===== src/rtl/move_stream_if.sv =====
// Output stream of move_stream: one board position per beat under valid/ready.
//   master (producer): out_valid, board_out, white_to_move_out, castle_mask_out,
//                      en_passant_col_out, out_index, out_last; samples out_ready
//   slave  (consumer): the mirror image, drives out_ready
`ifndef PIECE_BITS
`define PIECE_BITS 4
`endif
`ifndef MAX_POSITIONS
`define MAX_POSITIONS 16
`endif

interface move_stream_if #(
  parameter int unsigned BOARD_WIDTH = `PIECE_BITS * 64,
  parameter int unsigned INDEX_WIDTH = $clog2(`MAX_POSITIONS)
);
  logic                   out_valid;
  logic                   out_ready;
  logic [BOARD_WIDTH-1:0] board_out;
  logic                   white_to_move_out;
  logic [3:0]             castle_mask_out;
  logic [3:0]             en_passant_col_out;
  logic [INDEX_WIDTH-1:0] out_index;
  logic                   out_last;

  modport master (
    output out_valid,
    output board_out,
    output white_to_move_out,
    output castle_mask_out,
    output en_passant_col_out,
    output out_index,
    output out_last,
    input  out_ready
  );

  modport slave (
    input  out_valid,
    input  board_out,
    input  white_to_move_out,
    input  castle_mask_out,
    input  en_passant_col_out,
    input  out_index,
    input  out_last,
    output out_ready
  );
endinterface


===== src/rtl/move_stream.sv =====
// Walks a move generator's RAM of legal positions and streams every entry
// downstream as one valid/ready beat, then pulses clear_moves to release the
// generator for the next list.
//   clk, reset        : clock, synchronous active-high reset
//   moves_ready       : generator holds a valid list of move_count entries
//   move_index        : RAM read address (2-cycle read: ADDR + WAIT)
//   board_in, white_to_move_in, castle_mask_in, en_passant_col_in : RAM data
//   clear_moves       : one-cycle pulse after the last beat (or an empty list)
//   busy              : high whenever the scanner is not IDLE
//   out_if            : output beat stream (board copy, index, last flag)
`ifndef PIECE_BITS
`define PIECE_BITS 4
`endif
`ifndef MAX_POSITIONS
`define MAX_POSITIONS 16
`endif

module move_stream #(
  parameter int unsigned PIECE_WIDTH        = `PIECE_BITS,
  parameter int unsigned SIDE_WIDTH         = PIECE_WIDTH * 8,
  parameter int unsigned BOARD_WIDTH        = PIECE_WIDTH * 64,
  parameter int unsigned MAX_POSITIONS      = `MAX_POSITIONS,
  parameter int unsigned MAX_POSITIONS_LOG2 = $clog2(`MAX_POSITIONS)
) (
  input  logic                          clk,
  input  logic                          reset,
  input  logic                          moves_ready,
  input  logic [MAX_POSITIONS_LOG2-1:0] move_count,
  input  logic [BOARD_WIDTH-1:0]        board_in,
  input  logic                          white_to_move_in,
  input  logic [3:0]                    castle_mask_in,
  input  logic [3:0]                    en_passant_col_in,
  output logic [MAX_POSITIONS_LOG2-1:0] move_index,
  output logic                          clear_moves,
  output logic                          busy,
  move_stream_if.master                 out_if
);

  localparam int unsigned IDX_W = MAX_POSITIONS_LOG2;
  // One extra bit so index+1 never wraps when the list fills the index range.
  localparam int unsigned CNT_W = MAX_POSITIONS_LOG2 + 1;
  localparam int unsigned RANKS = BOARD_WIDTH / SIDE_WIDTH;

  typedef enum logic [2:0] {
    S_IDLE       = 3'd0,
    S_ADDR       = 3'd1,
    S_WAIT       = 3'd2,
    S_PRESENT    = 3'd3,
    S_CLEAR      = 3'd4,
    S_CLEAR_WAIT = 3'd5
  } state_e;

  state_e           state_q;
  state_e           state_d;
  logic [IDX_W-1:0] count_q;
  logic [IDX_W-1:0] count_d;
  logic [IDX_W-1:0] index_d;
  logic [IDX_W-1:0] count_in_c;
  logic [CNT_W-1:0] next_index_c;
  logic             more_c;
  logic             last_c;
  logic             xfer_c;

  // A list longer than the RAM cannot be addressed; clamp it to the RAM depth.
  assign count_in_c   = (CNT_W'(move_count) > CNT_W'(MAX_POSITIONS)) ?
                        IDX_W'(MAX_POSITIONS) : move_count;
  assign next_index_c = CNT_W'(move_index) + CNT_W'(1);
  assign more_c       = next_index_c < CNT_W'(count_q);
  assign last_c       = next_index_c == CNT_W'(count_q);
  assign xfer_c       = out_if.out_valid && out_if.out_ready;

  // State register.
  always_ff @(posedge clk) begin
    if (reset) begin
      state_q <= S_IDLE;
    end else begin
      state_q <= state_d;
    end
  end

  // Next-state, next read address and count latch.
  always_comb begin
    state_d = state_q;
    index_d = move_index;
    count_d = count_q;
    unique case (state_q)
      S_IDLE: begin
        index_d = '0;
        if (moves_ready) begin
          count_d = count_in_c;
          state_d = (count_in_c != '0) ? S_ADDR : S_CLEAR;
        end
      end
      S_ADDR: begin
        state_d = S_WAIT;
      end
      S_WAIT: begin
        state_d = S_PRESENT;
      end
      S_PRESENT: begin
        if (xfer_c) begin
          if (more_c) begin
            index_d = move_index + IDX_W'(1);
            state_d = S_ADDR;
          end else begin
            index_d = '0;
            state_d = S_CLEAR;
          end
        end
      end
      S_CLEAR: begin
        state_d = S_CLEAR_WAIT;
      end
      S_CLEAR_WAIT: begin
        state_d = S_IDLE;
      end
      default: begin
        state_d = S_IDLE;
      end
    endcase
  end

  // Registered control outputs, decoded from the state being entered.
  always_ff @(posedge clk) begin
    if (reset) begin
      move_index       <= '0;
      count_q          <= '0;
      clear_moves      <= 1'b0;
      busy             <= 1'b0;
      out_if.out_valid <= 1'b0;
    end else begin
      move_index       <= index_d;
      count_q          <= count_d;
      clear_moves      <= (state_d == S_CLEAR);
      busy             <= (state_d != S_IDLE);
      out_if.out_valid <= (state_d == S_PRESENT);
    end
  end

  // Beat payload: captured from RAM on WAIT->PRESENT, held until the next load.
  always_ff @(posedge clk) begin
    if (reset) begin
      out_if.board_out          <= '0;
      out_if.white_to_move_out  <= 1'b0;
      out_if.castle_mask_out    <= 4'd0;
      out_if.en_passant_col_out <= 4'd0;
      out_if.out_index          <= '0;
      out_if.out_last           <= 1'b0;
    end else if (state_q == S_WAIT) begin
      for (int unsigned r = 0; r < RANKS; r++) begin
        out_if.board_out[r*SIDE_WIDTH +: SIDE_WIDTH] <= board_in[r*SIDE_WIDTH +: SIDE_WIDTH];
      end
      out_if.white_to_move_out  <= white_to_move_in;
      out_if.castle_mask_out    <= castle_mask_in;
      out_if.en_passant_col_out <= en_passant_col_in;
      out_if.out_index          <= move_index;
      out_if.out_last           <= last_c;
    end
  end

endmodule


===== src/flat_wrapper.sv =====
// flat-port wrapper written by rule: the top's interface ports become plain ports
module move_stream_flat 
#(
  parameter int unsigned PIECE_WIDTH        = `PIECE_BITS,
  parameter int unsigned SIDE_WIDTH         = PIECE_WIDTH * 8,
  parameter int unsigned BOARD_WIDTH        = PIECE_WIDTH * 64,
  parameter int unsigned MAX_POSITIONS      = `MAX_POSITIONS,
  parameter int unsigned MAX_POSITIONS_LOG2 = $clog2(`MAX_POSITIONS)
)
  (clk, reset, moves_ready, move_count, board_in, white_to_move_in, castle_mask_in, en_passant_col_in, move_index, clear_moves, busy, out_if_out_valid, out_if_board_out, out_if_white_to_move_out, out_if_castle_mask_out, out_if_en_passant_col_out, out_if_out_index, out_if_out_last, out_if_out_ready);
  move_stream_if #(.BOARD_WIDTH(BOARD_WIDTH)) out_if_i ();
  input  logic clk;
  input  logic reset;
  input  logic moves_ready;
  input  logic [MAX_POSITIONS_LOG2-1:0] move_count;
  input  logic [BOARD_WIDTH-1:0] board_in;
  input  logic white_to_move_in;
  input  logic [3:0] castle_mask_in;
  input  logic [3:0] en_passant_col_in;
  output logic [MAX_POSITIONS_LOG2-1:0] move_index;
  output logic clear_moves;
  output logic busy;
  output wire logic [$bits(out_if_i.out_valid)-1:0] out_if_out_valid;
  output wire logic [$bits(out_if_i.board_out)-1:0] out_if_board_out;
  output wire logic [$bits(out_if_i.white_to_move_out)-1:0] out_if_white_to_move_out;
  output wire logic [$bits(out_if_i.castle_mask_out)-1:0] out_if_castle_mask_out;
  output wire logic [$bits(out_if_i.en_passant_col_out)-1:0] out_if_en_passant_col_out;
  output wire logic [$bits(out_if_i.out_index)-1:0] out_if_out_index;
  output wire logic [$bits(out_if_i.out_last)-1:0] out_if_out_last;
  input wire logic [$bits(out_if_i.out_ready)-1:0] out_if_out_ready;
  assign out_if_out_valid = out_if_i.out_valid;
  assign out_if_board_out = out_if_i.board_out;
  assign out_if_white_to_move_out = out_if_i.white_to_move_out;
  assign out_if_castle_mask_out = out_if_i.castle_mask_out;
  assign out_if_en_passant_col_out = out_if_i.en_passant_col_out;
  assign out_if_out_index = out_if_i.out_index;
  assign out_if_out_last = out_if_i.out_last;
  assign out_if_i.out_ready = out_if_out_ready;
  move_stream #(.PIECE_WIDTH(PIECE_WIDTH), .SIDE_WIDTH(SIDE_WIDTH), .BOARD_WIDTH(BOARD_WIDTH), .MAX_POSITIONS(MAX_POSITIONS), .MAX_POSITIONS_LOG2(MAX_POSITIONS_LOG2)) u_core (.clk(clk), .reset(reset), .moves_ready(moves_ready), .move_count(move_count), .board_in(board_in), .white_to_move_in(white_to_move_in), .castle_mask_in(castle_mask_in), .en_passant_col_in(en_passant_col_in), .move_index(move_index), .clear_moves(clear_moves), .busy(busy), .out_if(out_if_i));
endmodule

===== config.mk =====
export PLATFORM = sky130hd
export DESIGN_NAME = move_stream_flat
export DESIGN_NICKNAME = d
export VERILOG_FILES = /design/src/rtl/move_stream_if.sv /design/src/rtl/move_stream.sv /design/src/flat_wrapper.sv
export SDC_FILE = /design/constraint.sdc
export NUM_CORES = 1
export LEC_CHECK = 0
export ABC_AREA = 1
export BUFFER_PORTS_ARGS = -buffer_cell sky130_fd_sc_hd__buf_2
export CORE_AREA = 2 2 216 218
export CTS_CLUSTER_DIAMETER = 200
export DETAILED_ROUTE_END_ITERATION = 12
export DIE_AREA = 0 0 218 220
export GPL_ROUTABILITY_DRIVEN = 0
export PLACE_DENSITY = 0.49
export SLEW_MARGIN = 20
export SYNTH_ARGS = -nofsm -noshare
export SYNTH_HDL_FRONTEND = slang
export SYNTH_SLANG_ARGS = --single-unit

===== constraint.sdc =====
create_clock -name clk -period 3.75 [get_ports clk]
set_input_delay 0.1875 -clock clk [delete_from_list [all_inputs] [get_ports clk]]
set_output_delay 0.1875 -clock clk [all_outputs]
set_load 0.01 [all_outputs]

==> summary.md <==
| Metric | Value |
|---|---|
| Run status | `finished clean` |
| Hpwl dp | `24.9 mm` |
| Most common cell in the netlist | `nor2_1` |
| Starting Density | `21.9%` |
| Via density | `4.15` |
| Row count | `79` |
| Crit path arrival time | `3100 ps` |
| Data required, critical path | `4210 ps` |
| Synth top area cells | `dfxtp_1, nor2_1, o21ai_0, buf_6, clkbuf_1` |
| Largest net degree at the start of global routing | `150` |
| Worst ir drop on vdd | `397 uV` |
| Final setup fails | `0` |
| Ys async rst share | `0%` |
| Post-route setup slack | `1110 ps` |
| Final antenna diode count | `0` |
| Antenna Violating Nets Remaining | `0` |
| Inst Count DP | `2,355` |
| Post-route cell area | `0.0170 mm2` |
| Htree depth | `2` |
| Gr usage total | `14.3%` |
| Worst min path class | `primary input to flip-flop` |
| Skew final | `12.8 ps` |
| Layout area overhead | `68.6%` |
| Register bit total from synthesis | `284` |
| Filler cells | `4,774` |
| Initial antenna violation count | `0` |
| Vias in the first global route | `10,453` |
| DRC Markers | `0` |
| Top_reg_cell synth | `dfxtp_1` |
| Worst Hold Path EP | `u_core.out_if.board_out[58]$_SDFFE_PP0N_` |
| Clock Pin Slew Worst Setup and Hold Paths | `60 ps` |
| RR Endpoint | `u_core.out_if.board_out[244]$_SDFFE_PP0N_` |
| CP startpoint kind | `flip-flop` |
| Post-synth EDFFs | `0` |
| Syn avg cell area | `7.89 um2` |
| Worst Hold Launch | `board_in[58]` |
| Clk_lat worst skew | `520 ps` |
| Yosys warns | `0` |
| Setup_tns | `0 ps` |
| Post-synthesis cell count | `1,275` |
| Crit path time final | `2640 ps` |
| Avg WL per Cell | `13.9 um` |
| Max Cap Violations | `0` |
| Final instance count without filler cells | `2,682` |
| Total number of vias | `11,143` |
| P_leak | `7.95 nW` |
| Kind of critical path | `flip-flop to flip-flop` |
| Inserted Clock Buffers | `34` |
| Share of the synthesized area in the top cell type | `56.5%` |
| F_max | `379 MHz` |
| Dpl ws | `1120 ps` |
| Max Slew Vio Count | `0` |
| Worst slew pin tran | `994 ps` |
| Most common library cells after synthesis | `nor2_1, dfxtp_1, o21ai_0, clkbuf_1, nand2_1` |
| Clock sink total | `284` |
| Worst R2R Setup Slack | `1110 ps` |
| IO Pins | `550` |
| CTS tree | `yes` |
| First-pass DRT Iterations | `5` |
| Gr ovfl total | `0` |
| Layout cells sized above 1 | `29.6%` |
| Port Buffers | `549` |
| RSZ-0062 raised after global routing | `no` |
| Rel. slew slack | `33.7%` |
| Final wirelength | `37.3 mm` |
| R2R Path Start | `u_core.state_q[2]$_SDFF_PP0_` |
| Clk buf depth | `3` |
| Yosys top cell by area | `dfxtp_1` |
| Iter 0 DRT Violations | `589` |
| Clock root cell | `clkbuf_16` |
| Critical path peak fanout | `117` |
| Power Density | `517 mW/mm2` |
| First-pass GRT wire length | `55.4 mm` |
| DIE AREA | `0.0480 mm2` |
| Count of final hold-check violations | `0` |
| Crit share post-route | `70.4%` |
| Distinct cells, synth | `22` |
| Fin nets | `2,329` |
| PostCTS Resize Cnt | `0` |
| Chip width | `218 um` |
| Die height | `220 um` |
| Placed Area | `0.0132 mm2` |
| Mapped Area | `0.0101 mm2` |
| Crit. End Element | `flip-flop` |
| Worst reg-to-reg path cell count | `6` |
| Core Box Area | `0.0459 mm2` |
| Hold path cells | `3` |
| Seq/Total Area, Yosys | `56.5%` |
| Syn_nets | `1,553` |
## worst max-delay path, cell delays in order (launching register included)
cell and delay (ps):
dfxtp_1 330, inv_2 110, nand3_4 540, inv_8 800
buf_4 500, nor2_1 80, nor2_1 130
## layout make-up
class / count / area [um2] / area share, %
sequential: 284 / 5690 / 33.5
tap: 607 / 759 / 4.48
timing repair buffer: 828 / 5560 / 32.8
multi-input combinational: 883 / 3760 / 22.2
clock inverter: 10 / 138 / 0.811
clock buffer: 50 / 972 / 5.73
inverter: 20 / 87.6 / 0.516
## flip-flops by register name (all words and copies together), names as in the netlist, 3 cells and up
signal                            count
u_core.out_if.board_out             256
u_core.count_q                        4
u_core.move_index                     4
u_core.out_if.castle_mask_out         4
u_core.out_if.en_passant_col_out      4
u_core.out_if.out_index               4
u_core.state_q                        3
## layout by cell type (no fill, tap or decap), types with 2 or more instances in the layout
| cell | instances |
|---|---|
| nor2_1 | 552 |
| buf_2 | 549 |
| dfxtp_1 | 284 |
| o21ai_0 | 278 |
| dlygate4sd3_1 | 267 |
| clkbuf_16 | 35 |
| nand2_1 | 24 |
| inv_1 | 17 |
| clkbuf_1 | 11 |
| a21oi_1 | 9 |
| buf_4 | 8 |
| nand3_1 | 7 |
| ha_1 | 5 |
| clkbuf_8 | 4 |
| buf_12 | 4 |
| bufinv_16 | 3 |
| clkinv_2 | 3 |
| xor2_1 | 2 |
| inv_6 | 2 |
| nand3b_1 | 2 |
| clkinvlp_4 | 2 |
## metal layers
layer	up-vias	part of all wire, %	global-route usage (%)
met5	-	0	0
met4	0	3.3	6.24
met3	75	6.9	3.56
met2	379	48	24.4
met1	5058	42	17.1
li1	5631	-	-
## power by group
group,total [W],switching (W),internal [W]
Clock,0.00330,0.00129,0.00201
Combinational,0.00189,0.00105,0.000834
Sequential,0.00359,0.000190,0.00340
Total,0.00877,0.00254,0.00624
## cell families after synthesis
logic type | count (synthesis) | synth area share [%]
and+or+nand+nor | 588 | 22.3
AOI/OAI and AO/OA | 288 | 14.3
DFF | 284 | 56.5
buffers and inverters | 108 | 6.09
adders and majority gates | 5 | 0.622
xor gates and xnor gates | 2 | 0.174
## stage by stage
stage,power [W],utilization [%],hold slack [ps]
2_1_floorplan,0.00462,-,257
4_1_cts,0.00891,37.0,14.7
5_1_grt,0.00927,37.0,40.6
3_3_place_gp,0.00529,28.7,434
3_5_place_dp,0.00531,28.7,444
6_report,0.00877,37.0,17.7
## what timing repair did
action	CTS	global route
hold buffers	267	0
endpoints found under the hold margin	269	0
buffers inserted	0	0
## worst max-delay path by stage
stage | startpoint | to | slack [ps] | depth (start not counted)
6_report | u_core.state_q[2]$_SDFF_PP0_ | u_core.out_if.board_out[244]$_SDFFE_PP0N_ | 1110 | 6
5_1_grt | u_core.state_q[2]$_SDFF_PP0_ | u_core.out_if.en_passant_col_out[3]$_SDFFE_PP0N_ | 840 | 6
4_1_cts | u_core.state_q[2]$_SDFF_PP0_ | u_core.out_if.board_out[253]$_SDFFE_PP0N_ | 1100 | 6
3_5_place_dp | u_core.state_q[2]$_SDFF_PP0_ | u_core.out_if.board_out[229]$_SDFFE_PP0N_ | 1120 | 6
3_3_place_gp | u_core.state_q[2]$_SDFF_PP0_ | u_core.out_if.board_out[249]$_SDFFE_PP0N_ | 1140 | 6
2_1_floorplan | u_core.move_index[0]$_SDFFE_PP0P_ | u_core.busy$_SDFF_PP0_ | 1930 | 13
Note: power is estimated with default switching activity, not from simulation.
